## src/rtl/rtc_bus_sequencer_if.sv

```systemverilog
// Request and RTC bus signals between a requester and rtc_bus_sequencer.
// The master side issues requests and supplies bus_in; the slave side is the sequencer.
interface rtc_bus_sequencer_if;
  logic       start;
  logic       wr;
  logic [7:0] addr;
  logic [7:0] wdata;
  logic [7:0] bus_in;
  logic       busy;
  logic       done;
  logic [7:0] rdata;
  logic [7:0] mux_a;
  logic [7:0] mux_b;
  logic       sel;
  logic       bus_oe;
  logic       cs_n;
  logic       ale;
  logic       rd_n;
  logic       wr_n;

  modport master (
    output start, wr, addr, wdata, bus_in,
    input  busy, done, rdata, mux_a, mux_b, sel, bus_oe, cs_n, ale, rd_n, wr_n
  );

  modport slave (
    input  start, wr, addr, wdata, bus_in,
    output busy, done, rdata, mux_a, mux_b, sel, bus_oe, cs_n, ale, rd_n, wr_n
  );
endinterface

```

## src/rtl/rtc_bus_sequencer.sv

```systemverilog
// Bus-cycle sequencer for the RTC multiplexed address/data bus: one read or write at a time,
// generating strobes, bus output-enable and the select/operands of the downstream AD mux.
module rtc_bus_sequencer #(
  parameter int unsigned PHASE_CYCLES = 4
) (
  input logic               clk,
  input logic               reset_n,
  rtc_bus_sequencer_if.slave bus
);

  localparam int unsigned    CntW    = $clog2(PHASE_CYCLES) + 1;
  localparam logic [CntW-1:0] CntLast = CntW'(PHASE_CYCLES - 1);

  typedef enum logic [2:0] {StIdle, StAddr, StTurn, StData, StHold} state_e;

  state_e          state_q, state_d;
  logic [CntW-1:0] cnt_q, cnt_d;
  logic            wr_q;
  logic            phase_end;
  logic            accept;
  logic            capture;

  logic       busy_d, done_d, sel_d, bus_oe_d, cs_n_d, ale_d, rd_n_d, wr_n_d;
  logic       busy_q, done_q, sel_q, bus_oe_q, cs_n_q, ale_q, rd_n_q, wr_n_q;
  logic [7:0] rdata_q, mux_a_q, mux_b_q;

  assign phase_end = (cnt_q == CntLast);

  always_comb begin
    state_d = state_q;
    accept  = 1'b0;
    capture = 1'b0;
    unique case (state_q)
      StIdle: begin
        if (bus.start) begin
          state_d = StAddr;
          accept  = 1'b1;
        end
      end
      StAddr: if (phase_end) state_d = StTurn;
      StTurn: state_d = StData;
      StData: begin
        if (phase_end) begin
          state_d = StHold;
          capture = ~wr_q;
        end
      end
      StHold:  state_d = StIdle;
      default: state_d = StIdle;
    endcase

    // Counter restarts on every state entry and idles at zero.
    if (state_d == StIdle || state_d != state_q) begin
      cnt_d = '0;
    end else begin
      cnt_d = cnt_q + 1'b1;
    end

    // Outputs are registered, so they are decoded from the state being entered.
    busy_d   = 1'b0;
    sel_d    = 1'b0;
    bus_oe_d = 1'b0;
    cs_n_d   = 1'b1;
    ale_d    = 1'b0;
    rd_n_d   = 1'b1;
    wr_n_d   = 1'b1;
    unique case (state_d)
      StIdle: ;
      StAddr: begin
        busy_d   = 1'b1;
        cs_n_d   = 1'b0;
        ale_d    = 1'b1;
        bus_oe_d = 1'b1;
      end
      StTurn, StHold: begin
        busy_d   = 1'b1;
        cs_n_d   = 1'b0;
        sel_d    = 1'b1;
        bus_oe_d = wr_q;
      end
      StData: begin
        busy_d   = 1'b1;
        cs_n_d   = 1'b0;
        sel_d    = 1'b1;
        bus_oe_d = wr_q;
        wr_n_d   = ~wr_q;
        rd_n_d   = wr_q;
      end
      default: ;
    endcase
    done_d = (state_q == StHold);
  end

  always_ff @(posedge clk or negedge reset_n) begin
    if (!reset_n) begin
      state_q  <= StIdle;
      cnt_q    <= '0;
      wr_q     <= 1'b0;
      mux_a_q  <= '0;
      mux_b_q  <= '0;
      rdata_q  <= '0;
      busy_q   <= 1'b0;
      done_q   <= 1'b0;
      sel_q    <= 1'b0;
      bus_oe_q <= 1'b0;
      cs_n_q   <= 1'b1;
      ale_q    <= 1'b0;
      rd_n_q   <= 1'b1;
      wr_n_q   <= 1'b1;
    end else begin
      state_q  <= state_d;
      cnt_q    <= cnt_d;
      if (accept) begin
        wr_q    <= bus.wr;
        mux_a_q <= bus.addr;
        mux_b_q <= bus.wdata;
      end
      if (capture) begin
        rdata_q <= bus.bus_in;
      end
      busy_q   <= busy_d;
      done_q   <= done_d;
      sel_q    <= sel_d;
      bus_oe_q <= bus_oe_d;
      cs_n_q   <= cs_n_d;
      ale_q    <= ale_d;
      rd_n_q   <= rd_n_d;
      wr_n_q   <= wr_n_d;
    end
  end

  assign bus.busy   = busy_q;
  assign bus.done   = done_q;
  assign bus.rdata  = rdata_q;
  assign bus.mux_a  = mux_a_q;
  assign bus.mux_b  = mux_b_q;
  assign bus.sel    = sel_q;
  assign bus.bus_oe = bus_oe_q;
  assign bus.cs_n   = cs_n_q;
  assign bus.ale    = ale_q;
  assign bus.rd_n   = rd_n_q;
  assign bus.wr_n   = wr_n_q;

endmodule

```

## src/flat_wrapper.sv

```systemverilog
// flat-port wrapper written by rule: the top's interface ports become plain ports
module rtc_bus_sequencer_flat 
#(
  parameter int unsigned PHASE_CYCLES = 4
)
  (clk, reset_n, bus_start, bus_wr, bus_addr, bus_wdata, bus_bus_in, bus_busy, bus_done, bus_rdata, bus_mux_a, bus_mux_b, bus_sel, bus_bus_oe, bus_cs_n, bus_ale, bus_rd_n, bus_wr_n);
  rtc_bus_sequencer_if bus_i ();
  input logic clk;
  input logic reset_n;
  input wire logic [$bits(bus_i.start)-1:0] bus_start;
  input wire logic [$bits(bus_i.wr)-1:0] bus_wr;
  input wire logic [$bits(bus_i.addr)-1:0] bus_addr;
  input wire logic [$bits(bus_i.wdata)-1:0] bus_wdata;
  input wire logic [$bits(bus_i.bus_in)-1:0] bus_bus_in;
  output wire logic [$bits(bus_i.busy)-1:0] bus_busy;
  output wire logic [$bits(bus_i.done)-1:0] bus_done;
  output wire logic [$bits(bus_i.rdata)-1:0] bus_rdata;
  output wire logic [$bits(bus_i.mux_a)-1:0] bus_mux_a;
  output wire logic [$bits(bus_i.mux_b)-1:0] bus_mux_b;
  output wire logic [$bits(bus_i.sel)-1:0] bus_sel;
  output wire logic [$bits(bus_i.bus_oe)-1:0] bus_bus_oe;
  output wire logic [$bits(bus_i.cs_n)-1:0] bus_cs_n;
  output wire logic [$bits(bus_i.ale)-1:0] bus_ale;
  output wire logic [$bits(bus_i.rd_n)-1:0] bus_rd_n;
  output wire logic [$bits(bus_i.wr_n)-1:0] bus_wr_n;
  assign bus_i.start = bus_start;
  assign bus_i.wr = bus_wr;
  assign bus_i.addr = bus_addr;
  assign bus_i.wdata = bus_wdata;
  assign bus_i.bus_in = bus_bus_in;
  assign bus_busy = bus_i.busy;
  assign bus_done = bus_i.done;
  assign bus_rdata = bus_i.rdata;
  assign bus_mux_a = bus_i.mux_a;
  assign bus_mux_b = bus_i.mux_b;
  assign bus_sel = bus_i.sel;
  assign bus_bus_oe = bus_i.bus_oe;
  assign bus_cs_n = bus_i.cs_n;
  assign bus_ale = bus_i.ale;
  assign bus_rd_n = bus_i.rd_n;
  assign bus_wr_n = bus_i.wr_n;
  rtc_bus_sequencer #(.PHASE_CYCLES(PHASE_CYCLES)) u_core (.clk(clk), .reset_n(reset_n), .bus(bus_i));
endmodule
```

## config.mk

```make
export PLATFORM = sky130hd
export DESIGN_NAME = rtc_bus_sequencer_flat
export DESIGN_NICKNAME = d
export VERILOG_FILES = /design/src/rtl/rtc_bus_sequencer_if.sv /design/src/rtl/rtc_bus_sequencer.sv /design/src/flat_wrapper.sv
export SDC_FILE = /design/constraint.sdc
export NUM_CORES = 1
export LEC_CHECK = 0
export ABC_CLOCK_PERIOD_IN_PS = 2310
export BUFFER_PORTS_ARGS = -buffer_cell sky130_fd_sc_hd__clkbuf_2
export CAP_MARGIN = 20
export CORE_ASPECT_RATIO = 1.1
export CORE_MARGIN = 2
export CORE_UTILIZATION = 45
export CTS_BUF_LIST = sky130_fd_sc_hd__clkbuf_16
export DETAILED_ROUTE_END_ITERATION = 10
export GPL_TIMING_DRIVEN = 0
export PLACE_DENSITY = 0.8
export SLEW_MARGIN = 20
export SYNTH_ARGS = -nofsm -noshare
export SYNTH_HDL_FRONTEND = slang
export SYNTH_SLANG_ARGS = --single-unit
```

## constraint.sdc

```tcl
create_clock -name clk -period 2.31 [get_ports clk]
set_input_delay 0 -clock clk [delete_from_list [all_inputs] [get_ports clk]]
set_output_delay 0 -clock clk [all_outputs]
set_load 0.02 [all_outputs]
```

==> qor.csv <==
metric,value,unit
status,completed,
H-tree levels,2,
final instance area,0.00229,sq mm
WP data required,2470,ps
CP startpoint kind,flop,
Num CTS Buffers,5,
WS Path Type,flop to flop,
dpl hpwl,1.95,mm
sum of negative setup slack,0,ps
Placeable Area,0.00330,sq mm
PostCTS Resize Cnt,0,
placed insts,189,
Synth area leader,dfrtp_1,
Max Clk Rate,570,MHz
pre-CTS WS,514,ps
DR vias,1067,
Area Growth Syn to Fin,50.0,%
Max-Cap Viols,0,
drt via density,4.78,
Post CTS Setup Buffer Count,0,
Final ANT Viol Nets,0,
register bit total from synthesis,39,
"FFs w/ async S/R, synth",1.00,
largest net degree at the start of global routing,40,
nets,216,
Max rail drop VDD,0.626,mV
final worst slack,556,ps
"count leader, synth",dfrtp_1,
Util after Layout,0.693,
drt pass-1 iters,4,
CTS root buf,clkbuf_16,
number of placed I/O pins,60,
Worst-Skew Late Latency,270,ps
worst hold path class,primary input to flop,
Worst Max-Slew Pin Slew,921,ps
P per Cell Area,1390,mW/mm^2
YS warnings,0,
WHS,44.0,ps
final setup vio count,0,
Starting Density,0.462,
Mapped Avg Cell Area,16.2,sq um
Synth Cell Area,0.00153,sq mm
drt drc,0,
Slew headroom,0.386,
Final Wtd Congestion,0.680,
DIE WIDTH,59.5,um
total power,3.19,mW
"Seq/Total Area, Yosys",0.642,
diode count,0,
vias in the first global route,1086,
Non-Filler Instances,223,
Tmin final,1750,ps
Buffers on Ports,59,
"CTS clk-pin slew, worst paths",50,ps
first-pass GRT wire length,4.75,mm
row count,22,
routed wire length,3.03,mm
clk sinks,39,
antenna violations before repair,0,
die area,0.00387,sq mm
CP endpoint kind,flop,
layout cells sized above 1,0.535,
crit path DAT,1910,ps
Clock Skew,3.57,ps
final worst path period share,0.759,
"Hold Violations, Final",0,
top-area cell type share of the netlist area,0.591,
unrepaired setup endpoints after global routing,false,
Synth cell types,23,
"EDFF count, synth",0,
Most used DFF post-synth,dfrtp_1,
GRT Residual Overflow,0,
CTS tree,yes,
total track usage,0.167,
FILL cells,232,
Final Max Tran Viols,0,
placed instance area,0.00187,sq mm
clock buffer depth,2,
Gate Count Post-Synth,94,
crit path max fanout,10,
chip height,65.1,um
DR WL/cell,13.6,um
LEAKAGE,1.14,nW
Syn Nets,124,
DRT iter0 DRCs,43,
Commonest cells post-synth,"dfrtp_1 (36), mux2_2 (15), mux2_4 (10)",
leading post-synthesis cells by cell area,"dfrtp_1 (59%), mux2_2 (11%), mux2_4 (9.8%)",
[final timing paths]
kind / from / endpoint / depth (start not counted) / slack, ps
max: u_core.state_q[0] / u_core.bus.mux_b[4] / 3 / 560
min: bus_start / u_core.bus.ale / 3 / 40
max reg2reg: u_core.state_q[0] / u_core.bus.mux_b[4] / 3 / 560
min reg2reg: u_core.cnt_q[0] / u_core.cnt_q[0] / 1 / 440
max in group asynchronous: reset_n / u_core.bus.rdata[0] / 2 / 1340
min in group asynchronous: reset_n / u_core.bus.bus_oe / 2 / 400
[flip-flops by register name, indices dropped and copies added, names as in the netlist, 3 cells and up]
register	flops
u_core.cnt_q	3
u_core.bus.mux_b	8
u_core.bus.mux_a	8
u_core.state_q	3
u_core.bus.rdata	8
[where the power goes]
| part | switching, mW | leakage, nW | internal [mW] | total, mW |
|---|---|---|---|---|
| Combinational | 0.687 | 0.588 | 0.574 | 1.26 |
| Clock | 0.229 | 0.0864 | 0.500 | 0.729 |
| Sequential | 0.177 | 0.467 | 1.02 | 1.20 |
| Total | 1.09 | 1.14 | 2.09 | 3.19 |
[cell families after synthesis]
logic type | synth area share
compound gates | 0.0197
xor+xnor | 0.00574
fa+ha+maj | 0.0164
buf+inv | 0.0246
flops | 0.642
mux | 0.209
simple gates | 0.0820
[repair_timing]
item / 4_1_cts / 5_1_grt
endpoints found under the setup margin: 0 / 0
hold buffers: 26 / 0
endpoints found under the hold margin: 61 / 0
[final cells by class]
cell class                 count  area [sq um]  area share
sequential                    39           980       0.428
timing repair buffer          85           556       0.243
multi-input combinational     50           508       0.222
clock buffer                   5           125      0.0547
tap                           36          45.0      0.0197
clock inverter                 3          37.5      0.0164
buffer                         2          26.3      0.0115
inverter                       3          11.3     0.00492
[layer usage]
layer	vias up	wire (um)	GRT usage
li1	507	-	-
met1	516	1200	0.179
met2	40	1640	0.306
met3	4	156	0.0499
met4	0	31	0.0500
met5	-	0	0
[worst max-delay path: stages, from the launching register on]
cell and delay, ps:
dfrtp_1 460, nor4b_4 620, buf_8 240, mux2_4 310
[cells in the final DEF (no fill, tap or decap), drive strengths merged]
cell	n
a211oi	1
a21o	1
a21oi	1
buf	2
bufinv	1
clkbuf	64
dfrtp	36
dfstp	3
dlygate4sd3	26
ha	2
inv	5
mux2	25
nand2	1
nand2b	3
nand4	1
nor2	7
nor3	2
nor4b	1
o311a	1
or2	1
or2b	1
or3b	1
xor2	1
Power figures use the tool's default switching activity.
